`src/rtl/trap_sequencer.sv`:
```
// Writeback-stage sequencer: retire / trap / mret decision, Zicsr read-modify-write, fetch redirect.
// Optional interrupt arbitration enabled by defining TRAP_SEQUENCER_IRQ_EN.
module trap_sequencer (
    input  logic        clk,
    input  logic        reset,
    input  logic        in_valid,
    output logic        in_ready,
    input  logic [31:0] in_pc,
    input  logic [5:0]  in_exc,
    input  logic        in_mret,
    input  logic        in_is_csr,
    input  logic [2:0]  in_csr_op,
    input  logic [11:0] in_csr_addr,
    input  logic [4:0]  in_rs1_idx,
    input  logic [31:0] in_rs1_val,
    input  logic [31:0] in_csr_old,
    input  logic        in_csr_writeable,
    input  logic [2:0]  irq,
    input  logic [31:0] trap_vector,
    input  logic [31:0] mret_vector,
    output logic        write_enable,
    output logic [11:0] write_address,
    output logic [31:0] write_data,
    output logic        retired,
    output logic        traped,
    output logic        mret,
    output logic [31:0] ecp,
    output logic [3:0]  trap_cause,
    output logic        interupt,
    output logic        redirect_valid,
    input  logic        redirect_ready,
    output logic [31:0] redirect_target
);
    localparam int unsigned XLEN    = 32;
    localparam int unsigned ADDR_W  = 12;
    localparam int unsigned CAUSE_W = 4;

    typedef enum logic [1:0] {
        ST_IDLE,
        ST_CSR_WAIT,
        ST_REDIRECT
    } state_e;

    state_e              state_q, state_d;
    logic                write_enable_q, write_enable_d;
    logic [ADDR_W-1:0]   write_address_q, write_address_d;
    logic [XLEN-1:0]     write_data_q, write_data_d;
    logic                retired_q, retired_d;
    logic                traped_q, traped_d;
    logic                mret_q, mret_d;
    logic [XLEN-1:0]     ecp_q, ecp_d;
    logic [CAUSE_W-1:0]  trap_cause_q, trap_cause_d;
    logic                interupt_q, interupt_d;
    logic                redirect_valid_q, redirect_valid_d;
    logic [XLEN-1:0]     redirect_target_q, redirect_target_d;

    logic [XLEN-1:0]     csr_src_c, csr_wdata_c;
    logic                csr_op_bad_c, csr_wr_c, csr_illegal_c;
    logic                irq_take_c;
    logic [CAUSE_W-1:0]  irq_cause_c;
    logic                exc_take_c;
    logic [CAUSE_W-1:0]  exc_cause_c;

    // Zicsr source select, write qualification and new value
    always_comb begin
        csr_src_c    = in_csr_op[2] ? XLEN'(in_rs1_idx) : in_rs1_val;
        csr_op_bad_c = (in_csr_op[1:0] == 2'b00);
        csr_wr_c     = (in_csr_op[1:0] == 2'b01) || (!csr_op_bad_c && (in_rs1_idx != 5'd0));
        case (in_csr_op[1:0])
            2'b01:   csr_wdata_c = csr_src_c;
            2'b10:   csr_wdata_c = in_csr_old | csr_src_c;
            2'b11:   csr_wdata_c = in_csr_old & ~csr_src_c;
            default: csr_wdata_c = in_csr_old;
        endcase
        csr_illegal_c = in_is_csr && (csr_op_bad_c || (csr_wr_c && !in_csr_writeable));
    end

`ifdef TRAP_SEQUENCER_IRQ_EN
    always_comb begin
        irq_take_c = |irq;
        if (irq[2])      irq_cause_c = CAUSE_W'(11);
        else if (irq[1]) irq_cause_c = CAUSE_W'(3);
        else             irq_cause_c = CAUSE_W'(7);
    end
`else
    logic unused_irq;
    assign unused_irq  = ^irq;
    assign irq_take_c  = 1'b0;
    assign irq_cause_c = '0;
`endif

    // Synchronous exception priority
    always_comb begin
        exc_take_c  = 1'b1;
        exc_cause_c = '0;
        if (in_exc[3])                      exc_cause_c = CAUSE_W'(0);
        else if (in_exc[2] || csr_illegal_c) exc_cause_c = CAUSE_W'(2);
        else if (in_exc[1])                 exc_cause_c = CAUSE_W'(3);
        else if (in_exc[0])                 exc_cause_c = CAUSE_W'(11);
        else if (in_exc[4])                 exc_cause_c = CAUSE_W'(4);
        else if (in_exc[5])                 exc_cause_c = CAUSE_W'(6);
        else                                exc_take_c  = 1'b0;
    end

    always_comb begin
        state_d           = state_q;
        write_enable_d    = 1'b0;
        write_address_d   = write_address_q;
        write_data_d      = write_data_q;
        retired_d         = 1'b0;
        traped_d          = 1'b0;
        mret_d            = 1'b0;
        ecp_d             = ecp_q;
        trap_cause_d      = trap_cause_q;
        interupt_d        = 1'b0;
        redirect_valid_d  = redirect_valid_q;
        redirect_target_d = redirect_target_q;

        case (state_q)
            ST_IDLE: begin
                if (in_valid) begin
                    if (irq_take_c || exc_take_c) begin
                        traped_d          = 1'b1;
                        ecp_d             = in_pc;
                        trap_cause_d      = irq_take_c ? irq_cause_c : exc_cause_c;
                        interupt_d        = irq_take_c;
                        redirect_valid_d  = 1'b1;
                        redirect_target_d = trap_vector;
                        state_d           = ST_REDIRECT;
                    end else if (in_mret) begin
                        mret_d            = 1'b1;
                        retired_d         = 1'b1;
                        redirect_valid_d  = 1'b1;
                        redirect_target_d = mret_vector;
                        state_d           = ST_REDIRECT;
                    end else if (in_is_csr) begin
                        write_enable_d = csr_wr_c;
                        if (csr_wr_c) begin
                            write_address_d = in_csr_addr;
                            write_data_d    = csr_wdata_c;
                        end
                        retired_d = 1'b1;
                        state_d   = ST_CSR_WAIT;
                    end else begin
                        retired_d = 1'b1;
                    end
                end
            end
            // One bubble so updated interrupt-enable CSRs reach irq before the next accept
            ST_CSR_WAIT: state_d = ST_IDLE;
            ST_REDIRECT: begin
                if (redirect_ready) begin
                    redirect_valid_d = 1'b0;
                    state_d          = ST_IDLE;
                end
            end
            default: state_d = ST_IDLE;
        endcase
    end

    always_ff @(posedge clk) begin
        if (reset) begin
            state_q           <= ST_IDLE;
            write_enable_q    <= 1'b0;
            write_address_q   <= '0;
            write_data_q      <= '0;
            retired_q         <= 1'b0;
            traped_q          <= 1'b0;
            mret_q            <= 1'b0;
            ecp_q             <= '0;
            trap_cause_q      <= '0;
            interupt_q        <= 1'b0;
            redirect_valid_q  <= 1'b0;
            redirect_target_q <= '0;
        end else begin
            state_q           <= state_d;
            write_enable_q    <= write_enable_d;
            write_address_q   <= write_address_d;
            write_data_q      <= write_data_d;
            retired_q         <= retired_d;
            traped_q          <= traped_d;
            mret_q            <= mret_d;
            ecp_q             <= ecp_d;
            trap_cause_q      <= trap_cause_d;
            interupt_q        <= interupt_d;
            redirect_valid_q  <= redirect_valid_d;
            redirect_target_q <= redirect_target_d;
        end
    end

    assign in_ready        = (state_q == ST_IDLE);
    assign write_enable    = write_enable_q;
    assign write_address   = write_address_q;
    assign write_data      = write_data_q;
    assign retired         = retired_q;
    assign traped          = traped_q;
    assign mret            = mret_q;
    assign ecp             = ecp_q;
    assign trap_cause      = trap_cause_q;
    assign interupt        = interupt_q;
    assign redirect_valid  = redirect_valid_q;
    assign redirect_target = redirect_target_q;

endmodule

```
`config.mk`:
```
export PLATFORM = sky130hd
export DESIGN_NAME = trap_sequencer
export DESIGN_NICKNAME = d
export VERILOG_FILES = /design/src/rtl/trap_sequencer.sv
export SDC_FILE = /design/constraint.sdc
export NUM_CORES = 1
export LEC_CHECK = 0
export ABC_CLOCK_PERIOD_IN_PS = 1950
export CAP_MARGIN = 20
export CORE_ASPECT_RATIO = 1.25
export CORE_MARGIN = 2
export CORE_UTILIZATION = 37
export CTS_BUF_LIST = sky130_fd_sc_hd__clkbuf_8
export DETAILED_ROUTE_END_ITERATION = 10
export GPL_TIMING_DRIVEN = 0
export PLACE_DENSITY = 0.86
export SYNTH_ARGS = -nofsm -noshare
export SYNTH_HDL_FRONTEND = slang
export SYNTH_SLANG_ARGS = --single-unit
```
`constraint.sdc`:
```
create_clock -name clk -period 1.95 [get_ports clk]
set_clock_uncertainty 0.1 [all_clocks]
set_input_delay 0.195 -clock clk [delete_from_list [all_inputs] [get_ports clk]]
set_output_delay 0.195 -clock clk [all_outputs]
set_load 0.05 [all_outputs]
```
Word-level counts from Yosys, hierarchy flattened
Index checks and enable logic that the tools add are counted.
Widths: inputs -> output; s select.
{"block": "op_classes", "n_eq_ne": 8, "n_mux": 30, "bitwise": 8, "n_reduce_logical": 21}
{"op": "$mux 32", "count": 3}
{"op": "$pmux 32 s3", "count": 1}
{"op": "$and 32x32->32", "count": 1}
{"op": "$not 32->32", "count": 1}
{"op": "$or 32x32->32", "count": 1}
{"op": "$mux 4", "count": 4}
{"op": "$mux 1", "count": 13}
{"op": "$mux 2", "count": 5}
{"op": "$reduce_and 3->1", "count": 3}
{"op": "$eq 2x2->1 const B", "count": 3}
{"op": "$mux 3", "count": 2}
{"op": "$reduce_and 6->1", "count": 1}
{"op": "$reduce_or 6->1", "count": 1}
{"op": "$not 1->1", "count": 5}
{"op": "$reduce_bool 5->1", "count": 1}
{"op": "$logic_not 2->1", "count": 2}
{"op": "$ne 2x2->1 const B", "count": 2}
{"op": "$ne 4x1->1 const B", "count": 1}
{"op": "$pmux 2 s2", "count": 1}
{"op": "$reduce_and 4->1", "count": 1}
{"op": "$reduce_bool 2->1", "count": 2}
{"op": "$reduce_or 4->1", "count": 1}
{"op": "$logic_and 1x1->1", "count": 3}
{"op": "$logic_or 1x1->1", "count": 3}
{"op": "5 further kinds", "count": 6}
{"block": "totals", "register_bits": 119, "input_bits": 196, "wordCells": 78, "output_inout_bits": 119}

Logic depth before layout (Yosys ltp)
{"block": "logic_depth", "word_depth": 13, "depth_mapped": 8, "ltp_nobuf": 4}

Worst setup path before layout
OpenSTA, ideal clock, no wires.
{"block": "synth_path", "kind": "reg-to-reg", "start": "reg state_q[1]", "end": "reg redirect_target_q[10] (netlist: redirect_target[10])", "setup_time_ps": 61, "path_buffers": 1, "path_slack_ps": -112, "stages_incl_launch_ff": 6, "t_required_ps": 1789, "arrival_ps": 1900, "period_less_slack_ps": 2062, "path_cell_list": "dfxtp_1 > nor2_1 > and2_1 > o31a_1 > buf_6 > o221a_1"}
{"block": "synth_via", "elab_chain_len": 2}
{"item": "from (decl)", "line": "44", "source": "state_e state_q, state_d;"}
{"item": "from (signal assigned)", "line": "176", "source": "state_q <= state_d;"}
{"item": "$logic_not 2->1"}
{"item": "net in_ready", "line": "7", "source": "output logic in_ready,"}
{"item": "$reduce_and 3->1 (no source line)"}
{"item": "to (signal assigned)", "line": "187", "source": "redirect_target_q <= redirect_target_d;"}
{"item": "to (decl)", "line": "55", "source": "logic [XLEN-1:0] redirect_target_q, redirect_target_d;"}
The timed path passes the listed nets, and every way through them passes these cells.
A chain may end at the register's enable or synchronous reset.

Final worst setup path
{"block": "layout_path", "start": "in in_exc[4]", "end": "reg redirect_target_q[11] (netlist: redirect_target[11])"}
{"block": "layout_via", "elab_chain_len": 7, "word_cells_on_any_way": 8, "classes_between": "6 x mux; 2 x reduce/logical"}
{"item": "from (decl)", "line": "9", "source": "input logic [5:0] in_exc,"}
{"item": "$mux 1 *", "line": "100", "source": "else if (in_exc[4]) exc_cause_c = CAUSE_W'(4);"}
{"item": "$mux 1 *", "line": "99", "source": "else if (in_exc[0]) exc_cause_c = CAUSE_W'(11);"}
{"item": "$mux 1 *", "line": "98", "source": "else if (in_exc[1]) exc_cause_c = CAUSE_W'(3);"}
{"item": "$mux 1 *", "line": "97", "source": "else if (in_exc[2] || csr_illegal_c) exc_cause_c = CAUSE_W'(2);"}
{"item": "$mux 1 *", "line": "96", "source": "if (in_exc[3]) exc_cause_c = CAUSE_W'(0);"}
{"item": "$reduce_bool 2->1 (no source line)"}
{"item": "$reduce_and 3->1 (no source line)"}
Every way passes the cells marked *; elsewhere a longest branch is shown, timed or not.

==> results.toml <==
[clock_network]
root_buffer = "clkbuf_8"
cts_tree = "built"
clock_sinks = 119
numCtsBuffers = 17
clk_latency_ps = 420
clk_pin_slew_ps = 80
cts_buffer_depth = 2
ctsHtreeMaxLevel = 4

[power_and_ir_drop]
power_mw = 6.67
p_leak_nw = 4.09
vdd_drop_max_mv = 0.381
power_density_nw_per_um2 = 659

[floorplan]
die_w_um = 118
dieArea_um2 = 17400
boundaryPins = 315
start_util_pct = 37.5
rows = 52
coreArea_um2 = 16100
die_h_um = 147

[setup_path]
cp_slowest_cell = "or4_4"
critical_path_arrival_ps = 2140
critPathLaunchType = "input port"
worst-path-buf-inv = 2
worstSetupPathType = "in -> reg"
worst_path_largest_cell_delay_ps = 540
worstPathMaxFanout = 7
crit_family = "simple AND/OR/NAND/NOR gates"
crit_required_ps = 2170
path_cells = "dlygate4sd2_1 -> or4_4 -> or3_4 -> o31a_4 -> buf_2 -> o221a_1"
critical_path.endpoint_type = "flip-flop"

[place]
placed_cells = 1230
post-dp-hpwl_um = 17200
io_buffer_count = 307
gp_congestion = 0.854

[timing]
clock.fmax_mhz = 521
setup_viol = 0
fin_crit_sh_pct = 98.5
relSlewSlack_pct = 54.3
worst_pin_slew_ps = 681
hold_slack_ps = 48.6
hold_viol = 0
slew_viol_final = 0
period_needed_ps = 1920

[finish]
area_growth_pct = 67.0
fin_cells = 1273
nets = 1240
diodes = 0
nFillCells = 1376
drive_gt1_share_pct = 12.5

[detailed_routing]
postRouteAntennaNets = 0
drt_pass1_iterations = 5
vias_per_cell = 5.36
drc = 0
drtIter0Drc = 351
drt-total-wl_um = 22500
dr_total_vias = 6827
routedWlPerCell_um = 17.7

[global_routing]
grt_util_all_layers_pct = 25.1
grt_pass1_vias = 6837
antenna_found_initial = 0
grt_max_degree = 17
grt_overflow = 0
grt_pass1_wl_um = 35100

[hold_path]
hold_class = "in -> reg"

[synth]
yosysWarnings = 0
syn-num-nets = 903
syn_inst = 707
avgSynthCellArea_um2 = 8.57
syn_area_um2 = 6060
ys_ff_latch = 119
dominantRegCellSynth = "dfxtp_1"
seq_area_frac_synth_pct = 39.3
async_reset_ff_share_pct = 0
synth_edf_count = 0
netlist-cell-type-count = 48

[status]
status = "complete, no violations"

[flow_run]
drv_cap = 0
-- stage by stage --
stage | setup slack, ps | util (%) | setup TNS (ps) | instance area [um2]
2_1_floorplan | -48.1 | - | -1440 | 6090
5_1_grt | -3.08 | 62.7 | -3.08 | 10100
6_report | 30.2 | 62.7 | 0 | 10100
3_5_place_dp | -946 | 58.5 | -82190 | 9430
3_3_place_gp | -909 | 58.5 | -79590 | 9430
4_1_cts | 2.37 | 62.2 | 0 | 10000
-- routing by layer --
layer / GRT usage, % / part of all wire [%] / routed length (um)
met5: 0 / 0 / 0
met4: 9.46 / 3.0 / 669
met3: 5.59 / 6.2 / 1400
met2: 46.1 / 51 / 11500
met1: 28.1 / 40 / 8900
-- flip-flops by register name, summed over array words and instances, names as in the netlist --
signal	cells
state_q	2
redirect_target	32
write_enable	1
retired	1
traped	1
write_address	12
write_data	32
redirect_valid	1
ecp	32
trap_cause	4
mret	1
-- path summary, 6_finish.rpt --
kind                            from                               end  slack (ps)  depth (start not counted)
max                        in_exc[4]  redirect_target[11]$_SDFFE_PP0P_          30                          6
min                        in_is_csr           state_q[0]$_SDFFE_PP0P_          50                          3
max reg2reg  state_q[0]$_SDFFE_PP0P_              ecp[26]$_SDFFE_PP0P_          50                          6
min reg2reg     ecp[14]$_SDFFE_PP0P_              ecp[14]$_SDFFE_PP0P_         360                          2
-- logic make-up after synthesis --
group	synth area share [%]
other	0.0619
AND/OR/NAND/NOR	15.8
multiplexers	11.7
AO/OA/AOI/OAI	27.5
flip-flops	39.3
buffers and inverters	5.62
-- synthesized netlist by cell type (2+ instances only) --
cell	number	area, um2
o211ai_1	6	45.0
inv_1	3	11.3
o21ai_0	41	205
nor3_1	3	15.0
nand2b_1	29	181
o31ai_1	2	15.0
nor4_1	2	12.5
o22a_1	5	43.8
nor4b_1	3	26.3
buf_1	2	7.51
dfxtp_1	119	2380
and2_1	3	18.8
nand3_1	17	85.1
o32ai_1	2	17.5
buf_4	2	15.0
or2_2	5	31.3
a21oi_1	67	335
mux2i_1	35	350
buf_6	3	33.8
a31oi_1	7	43.8
a211oi_1	32	240
o221a_2	2	22.5
clkbuf_1	57	214
a41oi_1	31	272
buf_2	11	55.1
o221a_1	30	338
nor2_1	67	251
nand2_1	70	263
mux2_2	32	360
-- power breakdown --
group / leakage (nW) / internal, mW / switching [mW] / total (mW)
clock network: 0.200 / 1.16 / 1.16 / 2.32
logic: 2.92 / 0.818 / 0.929 / 1.75
registers: 0.973 / 2.54 / 0.0614 / 2.60
total: 4.09 / 4.52 / 2.15 / 6.67
-- worst register-to-register path: stages (launching register included) --
cell	delay [ps]
dfxtp_1	380
or3b_2	460
clkbuf_2	190
a21oi_4	160
buf_12	140
buf_6	180
mux2i_1	230
-- cells in the final DEF, fill, tap and decap left out, drive strengths merged, types with 10 or more instances in the layout --
cell type	count
a211oi	32
a21oi	68
a41oi	31
buf	31
clkbuf	72
clkdlybuf4s50	269
dfxtp	119
dlymetal6s2s	29
inv	10
mux2	32
mux2i	35
nand2	70
nand2b	29
nand3	17
nor2	67
o21ai	43
o221a	32
-- cell type report --
class	instances	area [um2]	share of cell area [%]
multi-input cells	509	3410	33.7
repair buffers	322	3260	32.2
flip-flops and latches	119	2380	23.6
plain buffers	71	377	3.72
well taps	216	270	2.67
clock buffers	17	234	2.31
clock inverters	15	166	1.64
inverters	4	15.0	0.148
-- timing repair --
action / CTS / global route
gates cloned: 1 / 1
buffers inserted: 13 / 0
resized for setup: 44 / 44
hold buffers: 0 / 0
endpoints found under the setup margin: 117 / 112
pin swaps: 7 / 1
No activity file was read; power rests on OpenSTA's default activity.
